===== src/rtl/z3_master_cycle.sv =====
// Zorro III bus-master cycle engine for the NCR 53C710 DMA path.
// Converts each 710 master access into a Zorro III full cycle once the
// bus is held. It then waits for a synchronized DTACK or BERR and
// terminates the 710 with STERM_n or NCR_BERR_n.
// Buffer direction is handled elsewhere; this block only drives the
// buffer enables and the Zorro strobes.
module z3_master_cycle #(
   parameter int TIMEOUT_CYCLES = 64,  // WAIT cycles without DTACK before bus error (4..255)
   parameter int ADDR_SETUP     = 1    // address phase cycles before FCS_n asserts (1..3)
) (
   input  logic       CLK,
   input  logic       RST,
   input  logic       BMASTER,
   input  logic       NCR_AS_n,
   input  logic       NCR_READ,
   input  logic [1:0] NCR_SIZ,
   input  logic [1:0] NCR_A,
   input  logic       Z_DTACK_n,
   input  logic       Z_BERR_n,
   output logic       FCS_n,
   output logic [3:0] DS_n,
   output logic       DOE,
   output logic       Z_READ,
   output logic       ABOE_n,
   output logic       DBOE_n,
   output logic       STERM_n,
   output logic       NCR_BERR_n,
   output logic       busy
);

   typedef enum logic [2:0] {
      S_IDLE,
      S_ADDR,
      S_STROBE,
      S_WAIT,
      S_TERM,
      S_RECOVER
   } state_t;

   localparam logic [7:0] TMO_LAST   = 8'(TIMEOUT_CYCLES - 1);
   localparam logic [1:0] SETUP_LAST = 2'(ADDR_SETUP - 1);

   state_t     state_q;
   logic       read_q;
   logic [1:0] siz_q;
   logic [1:0] a_q;
   logic [1:0] setup_cnt_q;
   logic [7:0] tmo_cnt_q;

   logic       dtack_s1_q;
   logic       dtack_s2_q;
   logic       berr_s1_q;
   logic       berr_s2_q;

   logic       fcs_n_q;
   logic [3:0] ds_n_q;
   logic       doe_q;
   logic       z_read_q;
   logic       aboe_n_q;
   logic       dboe_n_q;
   logic       sterm_n_q;
   logic       ncr_berr_n_q;
   logic       busy_q;

   // Byte-lane decode from the latched size/offset (68030 rule):
   // offsets A .. min(A+N-1, 3) are enabled, with SIZ=00 meaning 4 bytes.
   logic [2:0] size_bytes;
   logic [2:0] last_off;
   logic [3:0] ds_lane_n;

   assign size_bytes = (siz_q == 2'b00) ? 3'd4 : {1'b0, siz_q};
   assign last_off   = {1'b0, a_q} + size_bytes - 3'd1;

   generate
      for (genvar gi = 0; gi < 4; gi++) begin : g_lane
         localparam logic [2:0] OFF = 3'(gi);
         // DS_n[3] carries byte offset 0 (D31:24)
         assign ds_lane_n[3 - gi] = !(({1'b0, a_q} <= OFF) && (OFF <= last_off));
      end
   endgenerate

   // Two-flop synchronizers for the asynchronous Zorro responses.
   always_ff @(posedge CLK) begin
      if (RST) begin
         dtack_s1_q <= 1'b1;
         dtack_s2_q <= 1'b1;
         berr_s1_q  <= 1'b1;
         berr_s2_q  <= 1'b1;
      end else begin
         dtack_s1_q <= Z_DTACK_n;
         dtack_s2_q <= dtack_s1_q;
         berr_s1_q  <= Z_BERR_n;
         berr_s2_q  <= berr_s1_q;
      end
   end

   // Cycle FSM with registered bus and 710 outputs.
   always_ff @(posedge CLK) begin
      if (RST) begin
         state_q      <= S_IDLE;
         read_q       <= 1'b1;
         siz_q        <= 2'b00;
         a_q          <= 2'b00;
         setup_cnt_q  <= 2'd0;
         tmo_cnt_q    <= 8'd0;
         fcs_n_q      <= 1'b1;
         ds_n_q       <= 4'hF;
         doe_q        <= 1'b0;
         z_read_q     <= 1'b1;
         aboe_n_q     <= 1'b1;
         dboe_n_q     <= 1'b1;
         sterm_n_q    <= 1'b1;
         ncr_berr_n_q <= 1'b1;
         busy_q       <= 1'b0;
      end else begin
         // Terminations are single-cycle pulses; default them off.
         sterm_n_q    <= 1'b1;
         ncr_berr_n_q <= 1'b1;

         case (state_q)
            S_IDLE: begin
               // BMASTER only gates the start of a cycle.
               if (!NCR_AS_n && BMASTER) begin
                  state_q     <= S_ADDR;
                  read_q      <= NCR_READ;
                  siz_q       <= NCR_SIZ;
                  a_q         <= NCR_A;
                  setup_cnt_q <= 2'd0;
                  aboe_n_q    <= 1'b0;
                  z_read_q    <= NCR_READ;
                  busy_q      <= 1'b1;
               end
            end

            S_ADDR: begin
               if (NCR_AS_n) begin
                  // 710 withdrew the access: release the bus silently.
                  state_q  <= S_RECOVER;
                  fcs_n_q  <= 1'b1;
                  ds_n_q   <= 4'hF;
                  doe_q    <= 1'b0;
                  dboe_n_q <= 1'b1;
                  aboe_n_q <= 1'b1;
                  z_read_q <= 1'b1;
               end else if (setup_cnt_q == SETUP_LAST) begin
                  state_q <= S_STROBE;
                  fcs_n_q <= 1'b0;
               end else begin
                  setup_cnt_q <= setup_cnt_q + 2'd1;
               end
            end

            S_STROBE: begin
               if (NCR_AS_n) begin
                  state_q  <= S_RECOVER;
                  fcs_n_q  <= 1'b1;
                  ds_n_q   <= 4'hF;
                  doe_q    <= 1'b0;
                  dboe_n_q <= 1'b1;
                  aboe_n_q <= 1'b1;
                  z_read_q <= 1'b1;
               end else begin
                  state_q   <= S_WAIT;
                  ds_n_q    <= ds_lane_n;
                  dboe_n_q  <= 1'b0;
                  doe_q     <= !read_q;
                  tmo_cnt_q <= 8'd0;
               end
            end

            S_WAIT: begin
               // Priority: abort, then BERR, then DTACK, then timeout.
               if (!NCR_AS_n && berr_s2_q && !dtack_s2_q) begin
                  state_q   <= S_TERM;
                  sterm_n_q <= 1'b0;
               end else if (NCR_AS_n || !berr_s2_q || (tmo_cnt_q == TMO_LAST)) begin
                  state_q      <= S_RECOVER;
                  ncr_berr_n_q <= NCR_AS_n;  // an abort gets no bus error
                  fcs_n_q      <= 1'b1;
                  ds_n_q       <= 4'hF;
                  doe_q        <= 1'b0;
                  dboe_n_q     <= 1'b1;
                  aboe_n_q     <= 1'b1;
                  z_read_q     <= 1'b1;
               end else begin
                  tmo_cnt_q <= tmo_cnt_q + 8'd1;
               end
            end

            S_TERM: begin
               // Strobes were held through TERM so the 710 could sample data.
               state_q  <= S_RECOVER;
               fcs_n_q  <= 1'b1;
               ds_n_q   <= 4'hF;
               doe_q    <= 1'b0;
               dboe_n_q <= 1'b1;
               aboe_n_q <= 1'b1;
               z_read_q <= 1'b1;
            end

            S_RECOVER: begin
               // Wait for the 710 and the target to let go before idling.
               if (NCR_AS_n && dtack_s2_q) begin
                  state_q <= S_IDLE;
                  busy_q  <= 1'b0;
               end
            end

            default: begin
               state_q <= S_IDLE;
               busy_q  <= 1'b0;
            end
         endcase
      end
   end

   assign FCS_n      = fcs_n_q;
   assign DS_n       = ds_n_q;
   assign DOE        = doe_q;
   assign Z_READ     = z_read_q;
   assign ABOE_n     = aboe_n_q;
   assign DBOE_n     = dboe_n_q;
   assign STERM_n    = sterm_n_q;
   assign NCR_BERR_n = ncr_berr_n_q;
   assign busy       = busy_q;

endmodule

===== config.mk =====
export PLATFORM = sky130hd
export DESIGN_NAME = z3_master_cycle
export DESIGN_NICKNAME = d
export VERILOG_FILES = /design/src/rtl/z3_master_cycle.sv
export SDC_FILE = /design/constraint.sdc
export NUM_CORES = 1
export LEC_CHECK = 0
export CAP_MARGIN = 15
export CORE_UTILIZATION = 50
export DETAILED_ROUTE_END_ITERATION = 10
export PLACE_DENSITY = 0.74
export SLEW_MARGIN = 15
export SYNTH_ARGS = -nofsm -noshare
export SYNTH_HDL_FRONTEND = slang
export SYNTH_SLANG_ARGS = --single-unit

===== constraint.sdc =====
create_clock -name CLK -period 3.3 [get_ports CLK]
set_clock_uncertainty 0.2 [all_clocks]
set_input_delay 0.495 -clock CLK [delete_from_list [all_inputs] [get_ports CLK]]
set_output_delay 0.495 -clock CLK [all_outputs]
set_load 0.01 [all_outputs]

# Word level (Yosys, flattened, before mapping)
# Cells that the tools add are included.
[op_classes]
addsub = 4
n_lt_le_gt_ge = 7
n_eq_ne = 19
n_mux = 43
bitwise_logic = 3
n_reduce_logical = 36
[op_table]
columns = ["operator", "count"]
rows = [
  ["2-to-1 mux 3 bit", 8],
  ["2-to-1 mux 8 bit", 3],
  ["inequality test 2 bit (second input constant)", 10],
  ["one-hot mux 1 bit (4 select lines)", 5],
  ["one-hot mux 3 bit (6 select lines)", 1],
  ["2-to-1 mux 4 bit", 4],
  ["one-hot mux 4 bit (4 select lines)", 1],
  ["one-hot mux 8 bit (2 select lines)", 1],
  ["AND reduction 4 bit", 4],
  ["2-to-1 mux 1 bit", 15],
  ["AND reduction 5 bit", 2],
  ["adder 8 x 1 -> 8 bit (second input constant)", 1],
  ["equality test 8 x 6 -> 1 bit (second input constant)", 1],
  ["zero test 1 bit", 8],
  ["nonzero test 4 bit", 2],
  ["OR reduction 4 bit", 2],
  ["logical AND 1 bit", 7],
  ["equality test 3 x 2 -> 1 bit (second input constant)", 2],
  ["equality test 3 bit (second input constant)", 2],
  ["<= comparator 1 x 3 -> 1 bit (first input constant)", 2],
  ["<= comparator 2 x 3 -> 1 bit (first input constant)", 2],
  ["2-to-1 mux 2 bit", 3],
  ["inequality test 3 bit (second input constant)", 2],
  ["<= comparator 2 x 1 -> 1 bit (second input constant)", 2],
  ["16 further kinds", 22],
]
[totals]
reg_bits = 34
out_inout_bits = 12

# Depth between registers and ports, before layout
[depth]
ltp_word = 9
depth_mapped = 9
ltp_nobuf = 9

# Worst setup path after synthesis
# OpenSTA, ideal clock, no wires.
[synth_timing]
path_type = "input to register"
start = "input port NCR_AS_n"
end = "register tmo_cnt_q[7]"
setup_ns = 0.118
arrival_ns = 1.875
required_ns = 2.982
slack_ns = 1.107
stages = 7
n_path_buf = 2
path_cell_list = "or4b_1 -> buf_2 -> a22o_1 -> buf_6 -> nor4_4 -> xnor2_1 -> nor2_1"
[synth_via]
elab_chain_cells = 5
word_cells_on_any_way = 9
classes_between = "eq/ne: 3; reduce/logical: 6"
[synth_rtl]
columns = ["element", "line", "rtl"]
rows = [
  ["start: declaration", "14", "input logic NCR_AS_n,"],
  ["zero test 1 bit", "173", "if (!NCR_AS_n && berr_s2_q && !dtack_s2_q) begin"],
  ["logical AND 1 bit (2 in series)", "173", ""],
  ["inequality test 2 bit (no source line)", "-", ""],
  ["AND reduction 4 bit (no source line) (*)", "-", ""],
  ["end signal: assignment", "186", "tmo_cnt_q <= tmo_cnt_q + 8'd1;"],
  ["end: declaration", "48", "logic [7:0] tmo_cnt_q;"],
]
# Every way passes the cells marked *; elsewhere a longest branch is shown, timed or not.
# A chain may end at the register's enable or synchronous reset.

# Worst setup path in the final report
[layout_timing]
start = "input port NCR_AS_n"
end = "register state_q[1]"
[layout_via]
elab_chain_cells = 5
word_cells_on_any_way = 16
classes_between = "eq/ne: 4; mux: 4; reduce/logical: 8"
[layout_rtl]
columns = ["element", "line", "rtl"]
rows = [
  ["zero test 1 bit", "123, 173", ""],
  ["logical AND 1 bit (2 in series)", "173", ""],
  ["2-to-1 mux 3 bit or inequality test 3 bit (tied branches)", "-", ""],
  ["one-hot mux 3 bit (6 select lines) or AND reduction 4 bit (tied branches)", "-", ""],
  ["end signal: assignment", "124", "state_q <= S_ADDR;"],
  ["end signal: assignment", "174", "state_q <= S_TERM;"],
  ["end signal: assignment", "177", "state_q <= S_RECOVER;"],
  ["end: declaration", "43", "state_t state_q;"],
]
# Parallel ways exist; a longest one is shown, timed or not.

==> flow_metrics.tcl <==
set metrics [dict create \
    grt_pass1_vias 1310 \
    crit_buf_inv 1 \
    place_area_mm2 0.001926 \
    p_sw_mw 0.2389 \
    hold_class "register to register" \
    firstDrtPassIters 4 \
    synth-edff-count 0 \
    floorplan.core_area_mm2 0.003128 \
    finalHoldViolCount 0 \
    clock-sinks 34 \
    drv_cap 0 \
    post-route-min-period_ns 2.604 \
    crit_path_start_kind "primary input" \
    viasPerCell 5.468 \
    slew_headroom_pct 60.20 \
    async_flop_share_pct 0 \
    internal_power_mw 0.6522 \
    grt_remaining_overflow 0 \
    antenna_found_initial 0 \
    crit_family "simple AND/OR/NAND/NOR gates" \
    wl_per_cell_um 13.03 \
    wl_mm 3.427 \
    pwr-share-seq_pct 50.8 \
    die_h_um 59.95 \
    min_from "berr_s1_q" \
    cts_buffers 5 \
    post_cts_resized 0 \
    power_density_mw_per_mm2 444.6 \
    yosysTopAreaCell "dfxtp_1" \
    cts.clk_slew.worst_paths_ns 0.11 \
    seq_area_um2 680.7 \
    insertion_delay_ns 0.34 \
    slowest_stage "clkdlybuf4s50_1" \
    rsz0062_at_grt "false" \
    synth_mux_area_share_pct 2.981 \
    required_ns 3.34 \
    start_util_pct 53.68 \
    grtUsageMet1_pct 26.14 \
    status "finished, final reports clean" \
    hold_path_depth 1 \
    port_buffers 22 \
    synth_common_cells "34 x dfxtp_1, 28 x nor2_1, 15 x a21oi_1" \
    yosysSeqAreaShare_pct 40.54 \
    multiInputGateArea_um2 905.9 \
    synth_most_common_cell "dfxtp_1" \
    end_kind "register" \
    row_count 20 \
    netlist.area_leader.share_pct 40.54 \
    fp.dieArea_mm2 0.003594 \
    pin_count 23 \
    ys.flop_type "dfxtp_1" \
    synthSimpleGateAreaFrac_pct 27.27 \
    reg2regPathDepth 5 \
    netlist_instances 196 \
    cp_max_fo 12 \
    postCtsSetupBuffers 0 \
    timing.final.crit_share_pct 78.90 \
    ys_top_cells_by_area "dfxtp_1 41%, nor2_1 6.3%, xnor2_1 4.7%" \
    grt_pass1_wl_mm 5.602 \
    final_layout_size_suffix_gt1_share_pct 10.50 \
    nNetsFinal 234 \
    diodes 0 \
    met2_usage_pct 36.19 \
    cts_max_level 2 \
    drtIter0Drc 81 \
    fmax_ghz 0.3841 \
    slew_viol_final 0 \
    syn2layout_area_growth_pct 19.37 \
    synth_top_family_by_area "simple AND/OR/NAND/NOR gates" \
    p_comb_share_pct 17.5 \
    met3_usage_pct 4.113 \
    worstMarginPinSlew_ns 0.5944 \
    tritoncts "built" \
    dieWidth_um 59.95 \
    worst_path_largest_cell_delay_ns 0.59 \
    worst_hold_path.endpoint "berr_s2_q" \
    rr_startpoint "state_q[1]" \
    path_class "primary input to register" \
    r2r_end "state_q[1]" \
    cts_buffer_depth 2 \
    design_area_mm2 0.002004 \
    grt_use_total_pct 21.30 \
    clk_root_buffer_cell "clkbuf_4" \
    clkPwrFrac_pct 31.7 \
    synth-compound-area-share_pct 15.28 \
    yosys_warnings 0 \
    grt_start_max_net_pins 19 \
    path_cells "clkdlybuf4s50_1, or4b_1, a22o_1, nor2_2, nand2_1, a311oi_1" \
    synth.distinct_cells 45 \
    setup-violations-final 0 \
    power.leakage_nw 0.7512 \
    hold_ws_ns 0.2182 \
    dp_hpwl_mm 2.543 \
    cts_hold_buf 0 \
    num_vias 1438 \
    place.gp.congestion 0.8560 \
    synth_seq_cells 34 \
    final.setup.tns_ns 0 \
    vdd_drop_max_mv 0.3403 \
    swShare_pct 26.81 \
    syn_avg_cell_area_um2 8.567 \
    gr-max-usage-layer "met2" \
    synthesis.area_mm2 0.001679 \
    synth-xor-area-share_pct 4.694 \
    postRouteAntennaNets 0 \
    crit_arrival_ns 2.65 \
    drc 0 \
    r2r_slack_ns 0.87 \
    synth_nets 212 \
    synthAdderAreaFrac_pct 3.726 \
    nFillCells 288 \
]
-- layout make-up --
cell class / count / share of cell area, %
tap: 44 / 2.747
inverter: 13 / 2.434
clock buffer: 8 / 3.933
timing repair buffer: 24 / 11.74
sequential: 34 / 33.96
multi-input combinational: 140 / 45.19
-- power groups by stage --
stage | sequential [mW] | clock [mW] | combinational, mW
finish | 0.453 | 0.282 | 0.156
CTS | 0.452 | 0.291 | 0.157
floorplan | 0.454 | 0 | 0.107
global placement | 0.460 | 0 | 0.153
detailed placement | 0.462 | 0 | 0.156
global route | 0.456 | 0.303 | 0.172
-- worst max path at each step --
| stage | startpoint | endpoint | slack, ns | depth (start not counted) |
|---|---|---|---|---|
| floorplan | NCR_AS_n | tmo_cnt_q[7] | 1.11 | 7 |
| global placement | NCR_AS_n | state_q[1] | 0.51 | 6 |
| detailed placement | NCR_AS_n | state_q[1] | 0.38 | 6 |
| CTS | NCR_AS_n | state_q[1] | 0.71 | 6 |
| global route | NCR_AS_n | state_q[1] | 0.59 | 6 |
| finish | NCR_AS_n | state_q[1] | 0.70 | 6 |
-- flip-flops by register name (all words and copies together) (netlist names) --
signal / flops
ABOE_n: 1
DBOE_n: 1
DOE: 1
DS_n: 4
FCS_n: 1
NCR_BERR_n: 1
STERM_n: 1
Z_READ: 1
a_q: 2
berr_s1_q: 1
berr_s2_q: 1
busy: 1
dtack_s1_q: 1
dtack_s2_q: 1
read_q: 1
setup_cnt_q: 2
siz_q: 2
state_q: 3
tmo_cnt_q: 8
-- through the flow --
step                setup WS (ns)  utilization (%)  std cells  power (mW)
floorplan                   1.107                -        196      0.5615
global placement           0.5128            61.56        255      0.6129
detailed placement         0.3776            61.56        255      0.6182
CTS                        0.7111            64.08        263      0.8995
global route               0.5860            64.08        263      0.9311
finish                     0.6963            64.08        263      0.8911
-- metal layers --
metal	routed length (µm)	share of wire [%]
met2	1660	48
met5	0	0
met1	1536	45
met4	53	1.5
met3	177	5.2
-- layout by cell type, fill, tap and decap left out, drive strengths merged, types with 8 or more instances in the layout --
| master | synthesis | layout |
|---|---|---|
| inv | 13 | 13 |
| nand2 | 8 | 8 |
| o21ai | 8 | 8 |
| clkbuf | 6 | 8 |
| dfxtp | 34 | 34 |
| xnor2 | 9 | 9 |
| nor3 | 11 | 11 |
| nor2 | 29 | 29 |
| a21oi | 15 | 15 |
| clkdlybuf4s50 | 0 | 22 |
-- logic make-up after synthesis --
family | count (synthesis)
XOR/XNOR | 9
adder cells (fa/ha/maj) | 5
AND/OR/NAND/NOR | 81
multiplexers | 5
flip-flops | 34
buffers and inverters | 22
AO/OA/AOI/OAI | 40
(Power assumes the default switching activity.)
